**src/rtl/pri_encoder_hs.sv**
```systemverilog
// Registered priority encoder with sticky pending bits, valid/ack grant handshake and EI/EO cascade.
// Optional per-channel request mask enabled by defining PRI_ENCODER_HS_MASK_EN.
module pri_encoder_hs #(
  parameter int unsigned N         = 8,
  parameter int unsigned RR_MODE   = 0,
  parameter int unsigned EDGE_MODE = 0
) (
  input  logic                 iClk,
  input  logic                 iRst_n,
  input  logic [N-1:0]         iReq,
  input  logic                 iEI_n,
  input  logic                 iAck,
`ifdef PRI_ENCODER_HS_MASK_EN
  input  logic [N-1:0]         iMask,
`endif
  output logic                 oValid,
  output logic [$clog2(N)-1:0] oIdx,
  output logic                 oGS_n,
  output logic                 oEO_n
);

  localparam int unsigned IdW = $clog2(N);

  logic [N-1:0]   pending_q, pending_d;
  logic [N-1:0]   req_q;
  logic           valid_q, valid_d;
  logic [IdW-1:0] idx_q, idx_d;
  logic [IdW-1:0] ptr_q, ptr_d;

  logic [N-1:0]   cap;
  logic [N-1:0]   clr;
  logic [N-1:0]   mask;
  logic [N-1:0]   elig;
  logic           load;
  logic [IdW-1:0] win_fix, win_lo, win;
  logic           any_lo;

`ifdef PRI_ENCODER_HS_MASK_EN
  assign mask = iMask;
`else
  assign mask = '0;
`endif

  always_comb begin
    cap = (EDGE_MODE != 0) ? (iReq & ~req_q) : iReq;
    clr = '0;
    if (valid_q && iAck) clr[idx_q] = 1'b1;
    elig = pending_q & ~clr & ~mask;
    // Set beats clear when a channel re-requests in the cycle its grant is acked.
    pending_d = (pending_q & ~clr) | (iEI_n ? '0 : cap);
    load = !iEI_n && (!valid_q || iAck) && (|elig);
  end

  // Round-robin descends from ptr-1 with wrap: take the highest eligible index
  // below the pointer, else fall back to the highest eligible index overall.
  always_comb begin
    win_fix = '0;
    win_lo  = '0;
    any_lo  = 1'b0;
    for (int i = 0; i < N; i++) begin
      if (elig[i]) win_fix = IdW'(i);
      if (elig[i] && (IdW'(i) < ptr_q)) begin
        win_lo = IdW'(i);
        any_lo = 1'b1;
      end
    end
    win = ((RR_MODE != 0) && any_lo) ? win_lo : win_fix;
  end

  always_comb begin
    valid_d = valid_q;
    idx_d   = idx_q;
    ptr_d   = ptr_q;
    if (load) begin
      valid_d = 1'b1;
      idx_d   = win;
      ptr_d   = win;
    end else if (valid_q && iAck) begin
      valid_d = 1'b0;
    end
  end

  always_ff @(posedge iClk) begin
    if (!iRst_n) begin
      pending_q <= '0;
      req_q     <= '0;
      valid_q   <= 1'b0;
      idx_q     <= '0;
      ptr_q     <= '0;
    end else begin
      pending_q <= pending_d;
      req_q     <= iReq;
      valid_q   <= valid_d;
      idx_q     <= idx_d;
      ptr_q     <= ptr_d;
    end
  end

  assign oValid = valid_q;
  assign oIdx   = idx_q;
  assign oGS_n  = iEI_n | ~valid_q;
  // Registered state only, so a cascade never sees a path from iReq or iAck.
  assign oEO_n  = !(!iEI_n && !valid_q && !(|(pending_q & ~mask)));

endmodule

```
**config.mk**
```make
export PLATFORM = sky130hd
export DESIGN_NAME = pri_encoder_hs
export DESIGN_NICKNAME = d
export VERILOG_FILES = /design/src/rtl/pri_encoder_hs.sv
export SDC_FILE = /design/constraint.sdc
export NUM_CORES = 1
export LEC_CHECK = 0
export ABC_CLOCK_PERIOD_IN_PS = 1800
export CAP_MARGIN = 20
export CORE_UTILIZATION = 44
export DETAILED_ROUTE_END_ITERATION = 16
export PLACE_DENSITY_LB_ADDON = 0.05
export SYNTH_ARGS = -nofsm -noshare
export SYNTH_HDL_FRONTEND = slang
export SYNTH_SLANG_ARGS = --single-unit
```
**constraint.sdc**
```tcl
create_clock -name iClk -period 1.8 [get_ports iClk]
set_input_delay 0.36 -clock iClk [delete_from_list [all_inputs] [get_ports iClk]]
set_output_delay 0.36 -clock iClk [all_outputs]
set_load 0.02 [all_outputs]
```
# --- Word level (Yosys, flattened, before mapping) ---
# Cells that the tools add are included.
totals:
  ff_bits: 12
  out_inout_bits: 6
  word_cells: 37
classes:
  n_lt_le_gt_ge: 2
  muxes: 13
  bitwise: 5
  reduce_logical: 14
op_table:
  columns: ["cell", "count"]
  rows:
  - ["8-bit 2-to-1 mux", 2]
  - ["8-bit OR reduction", 2]
  - ["3-bit 2-to-1 mux", 5]
  - ["8-bit AND", 1]
  - ["8-bit inverter", 1]
  - ["8-bit OR", 1]
  - ["1-bit logical AND", 6]
  - ["1-bit logical NOT", 4]
  - ["3-bit by 4-bit less-than comparator with 1-bit output (second input constant)", 1]
  - ["1-bit 2-to-1 mux", 4]
  - ["1-bit demux with 3-bit select", 1]
  - ["3-bit by 1-bit >= comparator with 1-bit output (second input constant)", 1]
  - ["2-bit 2-to-1 mux", 1]
  - ["2-bit nonzero test", 1]
  - ["1-bit logical OR", 1]
  - ["1-bit inverter", 1]
  - ["1-bit OR", 1]

# --- Longest topological paths before layout ---
# Gate-level depths: netlist of run 1.
logic_depth:
  depth_word: 14
  ltp_mapped: 5

# --- Worst setup path after synthesis of run 1 ---
# Ideal clock, no wire load.
synth_timing:
  path_type: "register to register"
  start: "register valid_q, in the netlist oValid"
  end: "register idx_q[1], in the netlist oIdx[1]"
  setup_time_ns: 0.121
  t_arrival_ns: 1.435
  t_required_ns: 1.679
  setup_slack_ns: 0.245
  stages_incl_launch_ff: 6
  n_path_buf: 0
  cell_sequence: "dfxtp_1 -> nand2_1 -> o21ai_1 -> nand4_1 -> o21a_1 -> mux2i_1"
synth_via:
  elab_chain_len: 10
  elab_cells_between_ends: 15
synth_lines:
  columns: ["element", "line_no", "rtl"]
  rows:
  - ["start: declaration", "26", "logic valid_q, valid_d;"]
  - ["start signal: assignment", "93", "valid_q <= valid_d;"]
  - ["1-bit logical AND", "47", "if (valid_q && iAck) clr[idx_q] = 1'b1;"]
  - ["8-bit 2-to-1 mux", "47", null]
  - ["8-bit inverter", "48", "elig = pending_q & ~clr & ~mask;"]
  - ["8-bit AND", "48", null]
  - ["2-bit 2-to-1 mux", "61", "if (elig[i]) win_fix = IdW'(i);"]
  - ["3-bit 2-to-1 mux (5 in series)", "61", null]
  - ["end signal: assignment", "94", "idx_q <= idx_d;"]
  - ["end: declaration", "27", "logic [IdW-1:0] idx_q, idx_d;"]
# Several ways; a longest one is shown, not always the timed one.
# A chain may end at the register's enable or synchronous reset.

# --- Final worst setup path of run 1 ---
layout_timing:
  start: "register valid_q, in the netlist oValid"
  end: "output oValid"
layout_rtl:
  columns: ["element", "line_no", "rtl"]
  rows:
  - ["end: declaration", "16", "output logic oValid,"]
# No word-level cell between the ends.

==> results.txt, run 1 <==
----------------------------------------------------
[Synthesis]
  Most used standard cells in the synthesized netlist ... dfxtp_1, nand2b_1, a21boi_0
  Cell area after synthesis ... 621 µm²
  Syn. warnings ... 0
  Number of enable flip-flop cells after synthesis ... 0
  Register area share after synthesis ... 38.7%
  Most instantiated library cell after synthesis ... dfxtp_1
  Number of synthesized register bits ... 12
  Cell count after synthesis ... 74
  Largest area contributor in the synthesized netlist ... dfxtp_1
  Synth Net Count ... 86
  Unique masters post-synth ... 24
  Top area cells in the synthesized netlist ... dfxtp_1, nand2b_1, a21boi_0
  Share of Yosys cell area claimed by the top area cell type ... 38.7%
  FFs w/ async S/R, synth ... 0%
  Top_reg_cell synth ... dfxtp_1
  Avg Inst Size Synth ... 8.39 µm²

[STA]
  Pin slew with the least headroom to its limit ... 364 ps
  Final critical delay including setup and external delays ... 1750 ps
  RSZ-0062 raised after global routing ... no
  Share of the clock period used by the worst path ... 97.0%
  Post-route worst hold slack ... 528 ps
  Count of pins over their slew limit ... 0
  Number of setup violations in the final report ... 0
  Final-report hold violation count ... 0
  Slew headroom ... 75.6%
  Skew final ... 7.57 ps
  Fmax ... 572 MHz

[GRT]
  Total congestion overflow after global routing ... 0
  Maximum number of pins on one net before global-route repair ... 12
  M1 GR Usage ... 28.5%
  Global-route wire length before repair ... 2760 µm
  Busiest layer in global routing ... met2
  Via count of the first global-routing pass ... 673
  Number of antenna violations at the first check in global routing ... 0
  Fraction of met3 tracks used by global routing ... 11.4%
  Met2 GRT Util ... 43.9%
  Total Routing Usage GR ... 26.9%

[Placement]
  Number of placed instances with taps included ... 118
  Placed cell areas ... 907 µm²
  Number of I/O port buffers ... 17
  HPWL after detailed placement ... 1330 µm
  RD Place Congestion ... 0.921

[Worst setup path]
  Slowest cell on the critical path ... clkdlybuf4s50_1
  Type of element launching the critical path ... flip-flop
  Top cell family by delay on the critical path ... buffers and inverters
  Req. time, crit path ... 1440 ps
  Combined buffer and inverter count along the critical path ... 1
  Critical path's largest stage delay ... 650 ps
  Max FO, Critical Path ... 6
  Kind of critical path ... flip-flop to primary output
  Arrival time worst endpoint ... 1390 ps
  Cell-by-cell trace of the critical path ... clkdlybuf4s50_1
  Crit end category ... primary output

[Pwr]
  Relative contribution of the clock network to total power ... 29.9%
  Switching power share of the total ... 28.5%
  Worst voltage drop across the vdd grid ... 0.455 mV
  Power per standard cell area ... 752 mW/mm²
  Share of power burned in registers ... 43.0%
  Net switching power figure ... 0.207 mW
  Internal power component ... 0.517 mW
  Leakage ... 0.376 nW
  Share of total power in combinational logic ... 27.1%

[Clock tree]
  Clk buf depth ... 2
  Source-to-sink clock delay at the later pin of the worst-skew pair ... 280 ps
  Postcts setup bufs ... 0
  Clock-pin slew on the worst setup and hold paths ... 80 ps
  Clk root buf ... clkbuf_4
  TritonCTS clock tree ... built
  Quantity of hold-fixing buffers added after cts ... 0
  Count of H-tree levels built during CTS ... 1
  Number of buffers inserted during clock tree synthesis ... 3
  Number of sinks handled by clock tree synthesis ... 12

[Floorplan]
  Vertical extent of the die ... 39.6 µm
  Core box area ... 0.00130 mm²
  Number of top-level design ports ... 18
  Cell row count ... 13
  Starting density of the core ... 47.7%
  Die footprint ... 0.00156 mm²
  Die Width ... 39.6 µm

[Run]
  Maximum Capacitance Violations ... 0

[Finish]
  Non-filler cells, final ... 122
  Post-layout instance area ... 963 µm²
  Nets ... 120
  Fraction of final layout cells sized beyond drive strength 1 ... 22.4%
  Fill cell count ... 107
  Antenna diodes ... 0
  Layout overhead on the synthesized area ... 55.2%

[Routing]
  DRC Markers ... 0
  Routed via count ... 694
  Detailed-router iteration count before antenna repair ... 7
  Number of nets still failing antenna checks after routing ... 0
  Iteration-0 DRC count of the detailed router ... 29
  Via density per instance ... 5.69
  Total wire length after detailed routing ... 1780 µm
  DR WL/cell ... 14.6 µm

[Run status]
  Run status ... finished clean

[Worst hold path]
  Worst min-delay path class ... flip-flop to flip-flop

----------------------------------------------------
sequential cells by signal (all words and copies together) (netlist names):
signal,flops
pending_q,8
oIdx,3
oValid,1
worst paths after layout:
path,cells past startpoint,slack (ps),start,end
setup / recovery,1,50,oValid$_SDFFE_PN0P_,oValid
hold / removal,2,530,oIdx[0]$_SDFFE_PN0P_,oIdx[0]$_SDFFE_PN0P_
setup reg to reg,5,140,oIdx[1]$_SDFFE_PN0P_,oIdx[1]$_SDFFE_PN0P_
hold reg to reg,2,530,oIdx[0]$_SDFFE_PN0P_,oIdx[0]$_SDFFE_PN0P_
metrics by stage:
stage                     setup TNS, ps  worst slack (ps)  power, mW  utilization [%]
after floorplan                       0               245      0.401                -
after global placement            -1400              -367      0.499             69.7
after detailed placement          -1490              -365      0.502             69.7
after CTS                             0              13.3      0.717             72.9
after global routing                  0              8.35      0.751             74.0
final                                 0              53.2      0.724             74.0
power by group through the flow:
stage          clock (mW)  sequential, mW  combinational [mW]
6_report            0.217           0.311               0.196
2_1_floorplan           0           0.319              0.0819
4_1_cts             0.220           0.308               0.189
3_5_place_dp            0           0.313               0.189
5_1_grt             0.226           0.314               0.211
3_3_place_gp            0           0.313               0.186
cell families after synthesis:
kind of cell / after synthesis / share of synthesized area [%]
flops: 12 / 38.7
compound gates: 29 / 31.3
simple gates: 29 / 26.6
buf+inv: 3 / 1.81
mux: 1 / 1.61
per-layer routing:
| layer | share of wire, % | wire, µm | vias to the layer above |
|---|---|---|---|
| li1 | - | - | 335 |
| met1 | 41 | 733 | 315 |
| met2 | 47 | 840 | 32 |
| met3 | 8.1 | 145 | 12 |
| met4 | 3.6 | 64 | 0 |
| met5 | 0 | 0 | - |
layout make-up:
| cell class | count | area [µm²] | share of cell area [%] |
|---|---|---|---|
| timing repair buffer | 31 | 277 | 28.7 |
| inverter | 1 | 3.75 | 0.390 |
| clock buffer | 4 | 36.3 | 3.77 |
| multi-input combinational | 59 | 388 | 40.3 |
| sequential | 12 | 240 | 24.9 |
| tap | 15 | 18.8 | 1.95 |
cell usage in the layout (no fill, tap or decap):
cell type        count
a21boi_1             1
nand2_1              6
nor4_2               2
nand3_1              3
nor2b_1              1
nor2_1               1
o21bai_1             1
clkdlybuf4s50_1     13
nand2b_1            11
buf_4               14
inv_1                1
dlymetal6s2s_1       1
nand3b_1             2
or3b_4               1
clkbuf_4             3
o21a_1               4
clkdlybuf4s15_2      1
clkbuf_8             1
dlygate4sd2_1        2
mux2i_1              1
nand4_1              2
dfxtp_1             12
a31oi_1              1
o211ai_1             2
o21ai_2              2
o21ai_1              8
o22ai_1              1
a21boi_0             8
a211oi_1             1
repair_timing:
item / 4_1_cts / 5_1_grt
setup endpoints to repair: 2 / 5
pin swaps: 0 / 2
gates resized for setup: 6 / 6
Power figures use the tool's default switching activity.
==> inputs of run 2 (changes only) <==
CAP_MARGIN = unset   (was 20)
==> results of run 2 <==
No change in the layout: final DEF, timing and power equal those of run 1.
==> inputs of run 3 (changes only) <==
CORE_UTILIZATION = 47   (was 44)
CTS_BUF_LIST = sky130_fd_sc_hd__clkbuf_8   (was unset)
==> run 3 against run 2 <==
  * The run now ends with negative setup slack left
  * Total power rose by 11%
  * Utilization rose by 9.0 points
  * Flip-flop and latch count did not move
  * Sequential share of layout area fell by 0.22 points
  * Critical endpoint is now oEO_n
  * Die area fell by 6.1%
  * Largest cell class unchanged
  * Non-clock buffer count did not move
  * Global-route usage rose by 2.2 points
  * Final cell count fell by 0.82%
  * Highest routed layer unchanged
  * Register-to-register slack got worse by 20 ps
==> results.txt, run 3 (same netlist as run 1, synthesis figures left out) <==
----------------------------------------------------
[STA]
  Pin slew with the least headroom to its limit ... 426 ps (was 364 ps)
  Number of setup violations in the final report ... 1 (was 0)
  Post-route worst hold slack ... 511 ps (was 528 ps)
  Fmax ... 551 MHz (was 572 MHz)
  Share of the clock period used by the worst path ... 101% (was 97.0%)
  Final critical-path setup slack ... -16.4 ps (was 53.2 ps)
  Count of pins over their slew limit ... 0 (unchanged)
  Skew final ... 2.77 ps (was 7.57 ps)
  Slew headroom ... 71.5% (was 75.6%)
  Final-report hold violation count ... 0 (unchanged)
  Final critical delay including setup and external delays ... 1820 ps (was 1750 ps)

[Routing]
  Number of nets still failing antenna checks after routing ... 0 (unchanged)
  DR top layer ... met4 (unchanged)
  Wire length on met2 ... 832 µm (was 840 µm)
  Routed length on met3 ... 126 µm (was 145 µm)
  Detailed-router iteration count before antenna repair ... 4 (was 7)
  Iteration-0 DRC count of the detailed router ... 18 (was 29)
  Via density per instance ... 5.80 (was 5.69)
  Routed via count ... 702 (was 694)
  Total wire length after detailed routing ... 1840 µm (was 1780 µm)
  DRC Markers ... 0 (unchanged)
  DR WL/cell ... 15.2 µm (was 14.6 µm)
  Met1 Wirelength ... 841 µm (was 733 µm)

[Finish]
  Layout overhead on the synthesized area ... 56.7% (was 55.2%)
  Fill cell count ... 88 (was 107)
  Nets ... 120 (unchanged)
  Top reg by flops ... pending_q (unchanged)
  Fraction of final layout cells sized beyond drive strength 1 ... 21.5% (was 22.4%)
  Non-filler cells, final ... 121 (was 122)
  Post-Route Utilization ... 83.0% (was 74.0%)
  Top library cells by usage in the layout, fill and taps aside ... clkdlybuf4s50_1, buf_4, dfxtp_1 (was buf_4, clkdlybuf4s50_1, dfxtp_1)
  Flip-flop count of the largest register after layout ... 8 (unchanged)
  Antenna diodes ... 0 (unchanged)

[Placement]
  Number of placed instances with taps included ... 116 (was 118)
  HPWL after detailed placement ... 1290 µm (was 1330 µm)
  Number of I/O port buffers ... 17 (unchanged)
  RD Place Congestion ... 0.908 (was 0.921)

[Clock tree]
  Number of sinks handled by clock tree synthesis ... 12 (unchanged)
  Number of buffers inserted during clock tree synthesis ... 3 (unchanged)
  Source-to-sink clock delay at the later pin of the worst-skew pair ... 240 ps (was 280 ps)
  Clock-pin slew on the worst setup and hold paths ... 60 ps (was 80 ps)
  Quantity of hold-fixing buffers added after cts ... 0 (unchanged)
  Clk buf depth ... 2 (unchanged)
  Clk root buf ... clkbuf_8 (was clkbuf_4)
  Count of H-tree levels built during CTS ... 1 (unchanged)
  TritonCTS clock tree ... built (unchanged)

[Worst setup path]
  Critical path's largest stage delay ... 470 ps (was 650 ps)
  Combined buffer and inverter count along the critical path ... 2 (was 1)
  Top cell family by delay on the critical path ... buffers and inverters (unchanged)
  Req. time, crit path ... 1440 ps (about the same)
  Slowest cell on the critical path ... clkdlybuf4s50_1 (unchanged)
  Cell-by-cell trace of the critical path ... clkdlybuf4s50_1 > nor4_2 > nand3_1 > clkdlybuf4s15_2 (was clkdlybuf4s50_1)
  Type of element launching the critical path ... input port (was flip-flop)
  Crit end category ... primary output (unchanged)
  Arrival time worst endpoint ... 1460 ps (was 1390 ps)
  Max FO, Critical Path ... 4 (was 6)
  Kind of critical path ... input port to primary output (was flip-flop to primary output)

[Run status]
  Run status ... complete, but fails checks (was finished clean)
  Violations in the final reports ... negative setup slack

[Floorplan]
  Core box area ... 0.00117 mm² (was 0.00130 mm²)
  Number of top-level design ports ... 18 (unchanged)
  Starting density of the core ... 53.0% (was 47.7%)
  Vertical extent of the die ... 38.3 µm (was 39.6 µm)
  Die footprint ... 0.00147 mm² (was 0.00156 mm²)
  Die Width ... 38.3 µm (was 39.6 µm)
  Cell row count ... 12 (was 13)

[Run]
  Maximum Capacitance Violations ... 0 (unchanged)

[GRT]
  Total congestion overflow after global routing ... 0 (unchanged)
  Total Routing Usage GR ... 29.1% (was 26.9%)
  Maximum number of pins on one net before global-route repair ... 13 (was 12)
  Global-route wire length before repair ... 2820 µm (was 2760 µm)
  Number of antenna violations at the first check in global routing ... 0 (unchanged)
  Via count of the first global-routing pass ... 613 (was 673)

[Pwr]
  Internal power component ... 0.585 mW (was 0.517 mW)
  Leakage ... 0.373 nW (was 0.376 nW)
  Share of total power in combinational logic ... 23.9% (was 27.1%)
  Power per standard cell area ... 827 mW/mm² (was 752 mW/mm²)
  Relative contribution of the clock network to total power ... 37.2% (was 29.9%)
  Share of power burned in registers ... 38.9% (was 43.0%)
  Net switching power figure ... 0.219 mW (was 0.207 mW)
  Power consumption ... 0.804 mW (was 0.724 mW)
  Worst voltage drop across the vdd grid ... 0.448 mV (was 0.455 mV)
  Switching power share of the total ... 27.2% (was 28.5%)

[Worst hold path]
  Worst min-delay path class ... flip-flop to flip-flop (unchanged)

----------------------------------------------------
## run 3: cell types whose count changed in the layout (fill, tap and decap cells not counted), sizes merged
cell / change
dlymetal6s2s: -1
clkdlybuf4s50: +1
## run 3: power by group through the flow
stage                     Sequential [mW]  Combinational (mW)  Clock, mW
final                               0.313               0.193      0.299
after floorplan                     0.319              0.0819          0
after global placement              0.312               0.181          0
after detailed placement            0.313               0.184          0
after global routing                0.314               0.209      0.317
after CTS                           0.310               0.190      0.305
## run 3: metrics by stage
step | setup WS, ps | cell area, µm² | setup TNS, ps
2_1_floorplan | 245 | 621 | 0
4_1_cts | 13.5 | 966 | 0
5_1_grt | -51.2 | 972 | -51.2
3_5_place_dp | -300 | 898 | -1460
6_report | -16.4 | 972 | -16.4
3_3_place_gp | -291 | 898 | -1360
## run 3: routing by layer
metal / vias to the layer above / GRT usage, %
li1: 342 / -
met2: 38 / 44.9
met1: 316 / 39.3
met4: 0 / 15.5
met3: 6 / 3.49
met5: - / 0
## run 3: layout make-up
cell class                      count  area (µm²)  area share [%]
Multi-Input combinational cell     59         382            39.3
Clock buffer                        4        55.1            5.66
Sequential cell                    12         240            24.7
Tap cell                           14        17.5            1.80
Timing Repair Buffer               31         274            28.2
Inverter                            1        3.75           0.386
## run 3: worst paths after layout
path                                start                 endpoint  slack (ps)  depth (start not counted)
setup / recovery                    iEI_n                    oEO_n         -20                          4
hold reg to reg   pending_q[0]$_SDFF_PN0_  pending_q[0]$_SDFF_PN0_         510                          2
hold / removal    pending_q[0]$_SDFF_PN0_  pending_q[0]$_SDFF_PN0_         510                          2
setup reg to reg      oValid$_SDFFE_PN0P_     oIdx[1]$_SDFFE_PN0P_         120                          5
## run 3: what timing repair did
item	in CTS	in global routing
resized for setup	8	1
setup buffers	1	0
endpoints found under the setup margin	5	1
pin swaps	3	0
## run 3: tightest hold or removal path, stage by stage (launching register included)
cell and delay, ps:
dfxtp_1 320, o21ai_2 70, a21boi_0 70
